[src/rtl/ram_cmd_arbiter.sv]
// ============================================================================
// Module   : ram_cmd_arbiter
// Brief    : Round-robin arbiter that lets two masters share the two-beat
//            command port of a 256x8 single-port RAM.
// Revision : 1.0 - initial release
// ============================================================================
`timescale 1ns/1ps
`default_nettype none

module ram_cmd_arbiter #(
    parameter int TIMEOUT = 15
) (
    input  logic       clk,
    input  logic       rst_n,

    input  logic       m0_req,
    input  logic       m0_we,
    input  logic [7:0] m0_addr,
    input  logic [7:0] m0_wdata,
    output logic       m0_ack,
    output logic [7:0] m0_rdata,
    output logic       m0_err,

    input  logic       m1_req,
    input  logic       m1_we,
    input  logic [7:0] m1_addr,
    input  logic [7:0] m1_wdata,
    output logic       m1_ack,
    output logic [7:0] m1_rdata,
    output logic       m1_err,

    output logic       busy,

    output logic [9:0] ram_din,
    output logic       ram_rx_valid,
    input  logic [7:0] ram_dout,
    input  logic       ram_tx_valid
);

    localparam int             CW          = $clog2(TIMEOUT + 1);
    localparam logic [CW-1:0]  C_TIMEOUT   = CW'(TIMEOUT);
    localparam logic [1:0]     C_OP_WADDR  = 2'b00;
    localparam logic [1:0]     C_OP_WDATA  = 2'b01;
    localparam logic [1:0]     C_OP_RADDR  = 2'b10;
    localparam logic [1:0]     C_OP_RDATA  = 2'b11;

    typedef enum logic [2:0] {
        S_IDLE = 3'd0,
        S_ADDR = 3'd1,
        S_DATA = 3'd2,
        S_WAIT = 3'd3,
        S_DONE = 3'd4
    } state_t;

    state_t         r_state;
    logic           r_last_grant;   // 0 = m0, 1 = m1
    logic           r_gnt;
    logic           r_we;
    logic [7:0]     r_addr;
    logic [7:0]     r_wdata;
    logic [CW-1:0]  r_cnt;

    logic           r_m0_ack;
    logic           r_m1_ack;
    logic           r_m0_err;
    logic           r_m1_err;
    logic [7:0]     r_m0_rdata;
    logic [7:0]     r_m1_rdata;
    logic           r_busy;
    logic [9:0]     r_ram_din;
    logic           r_ram_rx_valid;

    // m1 wins only when it is alone or m0 was the previous winner
    logic           w_pick_m1;
    logic           w_sel_we;
    logic [7:0]     w_sel_addr;
    logic [7:0]     w_sel_wdata;
    logic [CW-1:0]  w_cnt_inc;

    assign w_pick_m1   = m1_req & (~m0_req | ~r_last_grant);
    assign w_sel_we    = w_pick_m1 ? m1_we    : m0_we;
    assign w_sel_addr  = w_pick_m1 ? m1_addr  : m0_addr;
    assign w_sel_wdata = w_pick_m1 ? m1_wdata : m0_wdata;
    assign w_cnt_inc   = r_cnt + CW'(1);

    always_ff @(posedge clk) begin
        if (!rst_n) begin
            r_state        <= S_IDLE;
            r_last_grant   <= 1'b1;
            r_gnt          <= 1'b0;
            r_we           <= 1'b0;
            r_addr         <= 8'h00;
            r_wdata        <= 8'h00;
            r_cnt          <= '0;
            r_m0_ack       <= 1'b0;
            r_m1_ack       <= 1'b0;
            r_m0_err       <= 1'b0;
            r_m1_err       <= 1'b0;
            r_m0_rdata     <= 8'h00;
            r_m1_rdata     <= 8'h00;
            r_busy         <= 1'b0;
            r_ram_din      <= 10'h000;
            r_ram_rx_valid <= 1'b0;
        end else begin
            r_m0_ack       <= 1'b0;
            r_m1_ack       <= 1'b0;
            r_m0_err       <= 1'b0;
            r_m1_err       <= 1'b0;
            r_ram_din      <= 10'h000;
            r_ram_rx_valid <= 1'b0;

            case (r_state)
                S_IDLE: begin
                    if (m0_req || m1_req) begin
                        r_gnt          <= w_pick_m1;
                        r_last_grant   <= w_pick_m1;
                        r_we           <= w_sel_we;
                        r_addr         <= w_sel_addr;
                        r_wdata        <= w_sel_wdata;
                        r_busy         <= 1'b1;
                        r_ram_rx_valid <= 1'b1;
                        r_ram_din      <= {(w_sel_we ? C_OP_WADDR : C_OP_RADDR), w_sel_addr};
                        r_state        <= S_ADDR;
                    end
                end

                S_ADDR: begin
                    r_ram_rx_valid <= 1'b1;
                    r_ram_din      <= r_we ? {C_OP_WDATA, r_wdata} : {C_OP_RDATA, 8'h00};
                    r_state        <= S_DATA;
                end

                S_DATA: begin
                    if (r_we) begin
                        if (r_gnt) r_m1_ack <= 1'b1;
                        else       r_m0_ack <= 1'b1;
                        r_state <= S_DONE;
                    end else begin
                        r_cnt   <= '0;
                        r_state <= S_WAIT;
                    end
                end

                S_WAIT: begin
                    if (ram_tx_valid) begin
                        if (r_gnt) begin
                            r_m1_ack   <= 1'b1;
                            r_m1_rdata <= ram_dout;
                        end else begin
                            r_m0_ack   <= 1'b1;
                            r_m0_rdata <= ram_dout;
                        end
                        r_state <= S_DONE;
                    end else begin
                        r_cnt <= w_cnt_inc;
                        // DONE lands exactly TIMEOUT cycles after WAIT entry
                        if (w_cnt_inc == C_TIMEOUT) begin
                            if (r_gnt) begin
                                r_m1_ack <= 1'b1;
                                r_m1_err <= 1'b1;
                            end else begin
                                r_m0_ack <= 1'b1;
                                r_m0_err <= 1'b1;
                            end
                            r_state <= S_DONE;
                        end
                    end
                end

                S_DONE: begin
                    r_busy  <= 1'b0;
                    r_state <= S_IDLE;
                end

                default: begin
                    r_busy  <= 1'b0;
                    r_state <= S_IDLE;
                end
            endcase
        end
    end

    assign m0_ack       = r_m0_ack;
    assign m1_ack       = r_m1_ack;
    assign m0_err       = r_m0_err;
    assign m1_err       = r_m1_err;
    assign m0_rdata     = r_m0_rdata;
    assign m1_rdata     = r_m1_rdata;
    assign busy         = r_busy;
    assign ram_din      = r_ram_din;
    assign ram_rx_valid = r_ram_rx_valid;

endmodule

`default_nettype wire

[config.mk]
export PLATFORM = sky130hd
export DESIGN_NAME = ram_cmd_arbiter
export DESIGN_NICKNAME = d
export VERILOG_FILES = /design/src/rtl/ram_cmd_arbiter.sv
export SDC_FILE = /design/constraint.sdc
export NUM_CORES = 1
export LEC_CHECK = 0
export ABC_AREA = 1
export CORE_UTILIZATION = 46
export DETAILED_ROUTE_END_ITERATION = 12
export PLACE_DENSITY = 0.83
export SYNTH_ARGS = -nofsm -noshare
export SYNTH_HDL_FRONTEND = slang
export SYNTH_SLANG_ARGS = --single-unit
[constraint.sdc]
create_clock -name clk -period 3.17 [get_ports clk]
set_clock_uncertainty 0.2 [all_clocks]
set_input_delay 0.634 -clock clk [delete_from_list [all_inputs] [get_ports clk]]
set_output_delay 0.634 -clock clk [all_outputs]
set_load 0.05 [all_outputs]
==> impl_results.md, run 1 <==
* Top_reg_cell synth: dfxtp_1
* H-tree Lvls at 2
* CTS clk-pin slew, worst paths at approximately 0.09 ns
* Ys async rst share at 0%
* IO Port Bufs at 78
* Post-route minimum period at approximately 2.4 ns
* Cell Area, Synth at 2040 µm²
* Post-DP HPWL at 3.92 mm
* Slew Viols, Final at 0
* Post-CTS Setup Repair Bufs at 0
* Worst slew pin tran at 0.518 ns
* Tot GR Track Use at 25.5%
* Maximum vdd drop at 278 µV
* Largest family of logic cells by synthesized area: simple AND/OR/NAND/NOR gates
* Register area share after synthesis at between 40% and 50%
* PD cells at 524 nW/µm²
* CP required at 3.16 ns
* Final period util at 76.4%
* Ant diodes at 0
* Die ar. at 4710 µm²
* Placeable Area at 4140 µm²
* Drt first pass iters at 5
* Root Driver: clkbuf_8
* Hold buffers post-CTS at 0
* Post-Synth Simple-Gate Area at between 20 and 25%
* Synth area leaders: dfxtp_1, nand2_1, nor2_1
* Post-synthesis xor/xnor area fraction at 0%
* Cell Chain, Critical Path: clkdlybuf4s50_1 > nand2_1 > nand2_2 > clkinv_1 > nand2_1 > nand3_1 > nand2_1 > a21oi_1
* P&R area growth vs syn at 44.5%
* CTS resizes at 0
* Share of the synthesized area in the top cell type at 49.0%
* Worst Setup Start Kind: input pin
* Kind of end point of the critical path: register
* Fin worst setup slack at 0.748 ns
* Total number of vias at 2047
* Status: finished, final reports clean
* Average routed wire per standard cell at 13.7 µm
* Synth Area in Adders at between 1 and 1.5%
* Die width at ~69 µm
* Initial core utilization at 49.3%
* CP max stage cell: clkinv_1
* Mapped Cells at 264
* Pre-CTS setup slack at 0.424 ns
* Number of synthesized flops with an enable pin at 0
* Cell taking the most area after synthesis: dfxtp_1
* Max cap viols at 0
* P_leak at ~1.2 nW
* Placer Congestion at ~0.80
* Peak fanout along the critical path at 18
* Post-DR vias/cell at 5.21
* Compound-cell area share of the yosys netlist at 18.7%
* First-pass GRT wire length at 8.73 mm
* I/O pins at 79
* Unrepaired setup endpoints after global routing: no
* Crit-path max cell delay at 0.51 ns
* Max-Slew Margin vs Limit at 65.3%
* Clk buf depth at 2
* Syn_area_per_cell at about 7.7 µm²
* Hold Crit Class: reg -> reg
* DRT Wirelength at 5.38 mm
* Final Hold Viols at 0
* CTS tree: yes
* Clk Latency, worst-skew pair at ~0.31 ns
* Synth Warn # at 0
* Routed Antenna Nets at 0
* Post-synthesis register bit count at 50
* Crit Path Class: in -> reg
* Portion of netlist area occupied by mux cells at 0%
* Post-route setup TNS at 0 ns
* Pin count of the biggest net entering global routing at 32
* CTS Buf Count at 5
* Vias in the first global route at between 1500 and 2000
* Most frequent CP cell: nand2_1
* Max frequency at 413 MHz
* Initial antenna violation count at 0
* Initial drt markers at 156
* NumNets Final at 391
* Die height at 68.6 µm
* Final Setup Violations at 0
* Grt ovf at 0
* FILL cells at between 300 and 400
* Synthesized Nets at 313
* WP data arrival at 2.41 ns
* Post-synthesis cell type count at 27
* Cell Rows at 23
* Clock sink total at 50
* Share of cells above drive strength 1 at 8.75%
* Drt drc at 0
==> synthesized netlist by cell type (3+ instances only) <==
library cell  number
buf_2              3
inv_2              5
o211ai_1           8
a21oi_1           31
nor2_1            42
dfxtp_1           50
or2_2              8
inv_1             15
o21ai_0           28
nor3_1             3
nand2_1           42
nand3_1            8
==> cell type report <==
class	count	area, µm²	share of cell area (%)
Clock inverter	1	30.0	1.02
Multi-Input combinational cell	184	906	30.7
Sequential cell	50	1000	33.9
Timing Repair Buffer	80	796	27.0
Tap cell	50	62.6	2.12
Inverter	21	78.8	2.67
Clock buffer	7	76.3	2.59
==> report_power, final <==
part	switching, mW	leakage [nW]	internal, mW
clock network	0.210	0.0524	0.236
registers	0.0308	0.409	0.683
logic	0.234	0.692	0.152
==> logic make-up (layout without fill, tap and decap cells) <==
family | count (synthesis) | count (layout)
adder cells (fa/ha/maj) | 2 | 2
buffers and inverters | 30 | 109
AND/OR/NAND/NOR | 112 | 112
flip-flops | 50 | 50
AO/OA/AOI/OAI | 70 | 70
==> flip-flops by register name, indices dropped and copies added, names as in the netlist <==
name and cells:
busy 1, m0_ack 1, m0_err 1, m0_rdata 8
m1_ack 1, m1_err 1, m1_rdata 8, r_cnt 4
r_gnt 1, r_last_grant 1, r_state 3, r_wdata 8
r_we 1, ram_din 10, ram_rx_valid 1
==> placed cells by master (no fill, tap or decap), types with 3 or more instances in the layout <==
cell type         n
clkdlybuf4s50_1  78
dfxtp_1          50
nor2_1           42
nand2_1          42
a21oi_1          31
o21ai_0          28
inv_1            15
nand3_1           8
or2_2             8
o211ai_1          8
inv_2             5
clkbuf_8          5
nor3_1            3
==> worst paths after layout <==
check	from	to	slack, ns	depth (start not counted)
setup / recovery	m0_req	r_we	0.75	8
hold / removal	m0_rdata[2]	m0_rdata[2]	0.29	2
setup reg to reg	r_last_grant	r_we	1.19	7
hold reg to reg	m0_rdata[2]	m0_rdata[2]	0.29	2
==> through the flow <==
| stage | util (%) | power, mW | area [µm²] | hold slack (ns) | instances |
|---|---|---|---|---|---|
| after floorplan | - | 0.973 | 2040 | 0.229 | 264 |
| after global placement | 68.6 | 1.10 | 2840 | 0.255 | 385 |
| after detailed placement | 68.6 | 1.11 | 2840 | 0.270 | 385 |
| after CTS | 71.2 | 1.55 | 2950 | 0.290 | 393 |
| after global routing | 71.2 | 1.61 | 2950 | 0.315 | 393 |
| final | 71.2 | 1.55 | 2950 | 0.292 | 393 |
==> critical path, delay by kind of cell <==
family | cells | cell delay (ns)
AOI/OAI and AO/OA | 1 | 0.04
buffers and inverters | 2 | 0.99
and+or+nand+nor | 5 | 0.75
==> per-layer routing <==
metal  wire length (µm)  GRT usage [%]  up-vias
li1                   -              -     1024
met2               2520           40.9       79
met3                402           6.91       10
met4                102           12.0        0
met5                  0              0        -
met1               2360           31.7      934
No activity file was read; power rests on OpenSTA's default activity.
==> inputs of run 2 (changes only) <==
--- a/config.mk
+++ b/config.mk
@@ -6,9 +6,9 @@
 export NUM_CORES = 1
 export LEC_CHECK = 0
 export ABC_AREA = 1
-export CORE_UTILIZATION = 46
+export CORE_UTILIZATION = 39
 export DETAILED_ROUTE_END_ITERATION = 12
-export PLACE_DENSITY = 0.83
+export PLACE_DENSITY = 0.74
 export SYNTH_ARGS = -nofsm -noshare
 export SYNTH_HDL_FRONTEND = slang
 export SYNTH_SLANG_ARGS = --single-unit
==> constraint.sdc (replaced) <==
create_clock -name clk -period 2.2 [get_ports clk]
set_clock_uncertainty 0.2 [all_clocks]
set_input_delay 0.44 -clock clk [delete_from_list [all_inputs] [get_ports clk]]
set_output_delay 0.44 -clock clk [all_outputs]
set_load 0.05 [all_outputs]
==> run 2 against run 1 <==
Non-clock buffer count grew 4. First-iteration DRC count shrank 24%. Routed wire length shrank 0.74%. Critical path depth shrank 7. Total power grew 43%. Global-route usage shrank 5.9 points. Via count shrank 1.5%. Critical path type is now reg -> out. Largest cell class unchanged. Largest power group unchanged.
==> impl_results.md, run 2 (synthesis results as in run 1) <==
* Status: finished, final reports clean
* Post-CTS Setup Repair Bufs at 0
* Die width at 74.4 µm
* Initial antenna violation count at 0
* Pre-CTS setup slack at 0.157 ns
* Hold WS at 0.278 ns
* Share of cells above drive strength 1 at 9.80%
* Kind of end point of the critical path: output port
* I/O pins at 79
* Met1 usage at 24.8%
* Most crowded layer after global routing: met2
* Hold Crit Start: r_wdata[0]
* H-tree Lvls at 2
* Cell Chain, Critical Path: clkdlybuf4s50_1
* Routed Antenna Nets at 0
* Routing usage on met2 at 32.6%
* Max frequency at roughly 480 MHz
* Crit path buf inv count at 1
* NumNets Final at 395
* Total power at 2.22 mW
* Crit-path max cell delay at 0.81 ns
* Switching share of total power at about 30%
* Root Driver: clkbuf_8
* CTS resizes at 0
* Post-route minimum period at 2.10 ns
* Die ar. at 5530 µm²
* Drt first pass iters at 4
* Flop-to-flop setup slack at 0.62 ns
* Commonest non-fill, non-tap cells in the layout: clkdlybuf4s50_1, dfxtp_1, nor2_1, nand2_1, a21oi_1
* DRT Wirelength at 5.34 mm
* Die height at 74.4 µm
* CP required at around 1.6 ns
* Reg2reg end: m1_rdata[2]
* Final core occ at 61.5%
* P_leak at 1.17 nW
* Tot GR Track Use at 19.7%
* Clk buf depth at 2
* Comb power frac at 25.5%
* Hold path endpoint: ram_din[0]
* First-pass GRT wire length at 8.30 mm
* Post-DR vias/cell at 4.87
* IO Port Bufs at 78
* Ant diodes at 0
* Hold buffers post-CTS at 0
* CTS tree: yes
* CTS clk-pin slew, worst paths at around 0.08 ns
* Max-Slew Margin vs Limit at between 60% and 70%
* CTS Buf Count at 5
* Clk Latency, worst-skew pair at 0.29 ns
* Dpl cells at 406
* Commonest non-fill, non-tap cell in the layout: clkdlybuf4s50_1
* Final Cell Area at 3000 µm²
* Met3 Use GR at 5.42%
* Delay-heaviest family, CP: buffers and inverters
* Post-DP HPWL at 4.04 mm
* Initial drt markers at 118
* Average routed wire per standard cell at 12.9 µm
* Drt drc at 0
* Fin worst setup slack at 0.102 ns
* Final Hold Viols at 0
* Part of the power in the clock network at 28.1%
* Final period util at about 95%
* Instance area after placement at 2900 µm²
* Largest register FFs at 10
* PD cells at 738 nW/µm²
* Placer Congestion at approximately 0.8
* P&R area growth vs syn at 47.0%
* Power Internal at 1.55 mW
* Clock sink total at 50
* Worst slew pin tran at about 0.52 ns
* Initial core utilization at a little over two fifths
* Worst Setup Start Kind: register
* WP data arrival at between 1 and 1.5 ns
* Placeable Area at 4880 µm²
* Fin cells at 414
* Final Setup Violations at 0
* Unrepaired setup endpoints after global routing: no
* Slew Viols, Final at 0
* Post-route setup TNS at 0 ns
* Grt ovf at 0
* Seq pwr share at 46.5%
* Sw power at 662 µW
* Hold Crit Class: reg -> reg
* CP max stage cell: clkdlybuf4s50_1
* Worst r2r src: r_state[0]
* Register-to-Register Path Depth at 7
* Pin count of the biggest net entering global routing at 28
* Total number of vias at 2017
* Cell Rows at 25
* Peak fanout along the critical path at 2
* Vias in the first global route at between 1500 and 2000
* Maximum vdd drop at 332 µV
* Crit Path Class: reg -> out
* Hold path cells at 2
* Max cap viols at 0
## run 2: cell count changes in the layout (fill, tap and decap cells not counted), sizes merged
cell / change
buf: +4
## run 2: worst max-delay path by stage
stage	start	end	slack (ns)	depth (start not counted)
2_1_floorplan	m0_req	ram_din[7]	0.72	6
3_5_place_dp	ram_tx_valid	m1_rdata[2]	0.16	6
3_3_place_gp	ram_tx_valid	m1_rdata[2]	0.16	6
4_1_cts	m1_rdata[3]	m1_rdata[3]	0.08	1
5_1_grt	m0_rdata[1]	m0_rdata[1]	0.05	1
6_report	m1_rdata[3]	m1_rdata[3]	0.10	1
## run 2: power by group through the flow
| stage | Combinational (mW) | Sequential [mW] | Clock [mW] |
|---|---|---|---|
| after global routing | 0.615 | 1.04 | 0.676 |
| after detailed placement | 0.563 | 1.05 | 0 |
| final | 0.564 | 1.03 | 0.622 |
| after floorplan | 0.245 | 1.16 | 0 |
| after global placement | 0.554 | 1.05 | 0 |
| after CTS | 0.566 | 1.03 | 0.637 |
## run 2: area by class of cell
| type | instances | area, µm² |
|---|---|---|
| Fill cell | 461 | 1880 |
| Multi-Input combinational cell | 184 | 906 |
| Clock inverter | 1 | 30.0 |
| Sequential cell | 50 | 1000 |
| Timing Repair Buffer | 84 | 826 |
| Clock buffer | 7 | 76.3 |
| Inverter | 21 | 78.8 |
| Tap cell | 67 | 83.8 |
## run 2: per-layer routing
layer | part of all wire [%] | wire length (µm)
met5 | 0 | 0
met4 | 1.0 | 54
met3 | 6.6 | 350
met2 | 47 | 2530
met1 | 45 | 2410
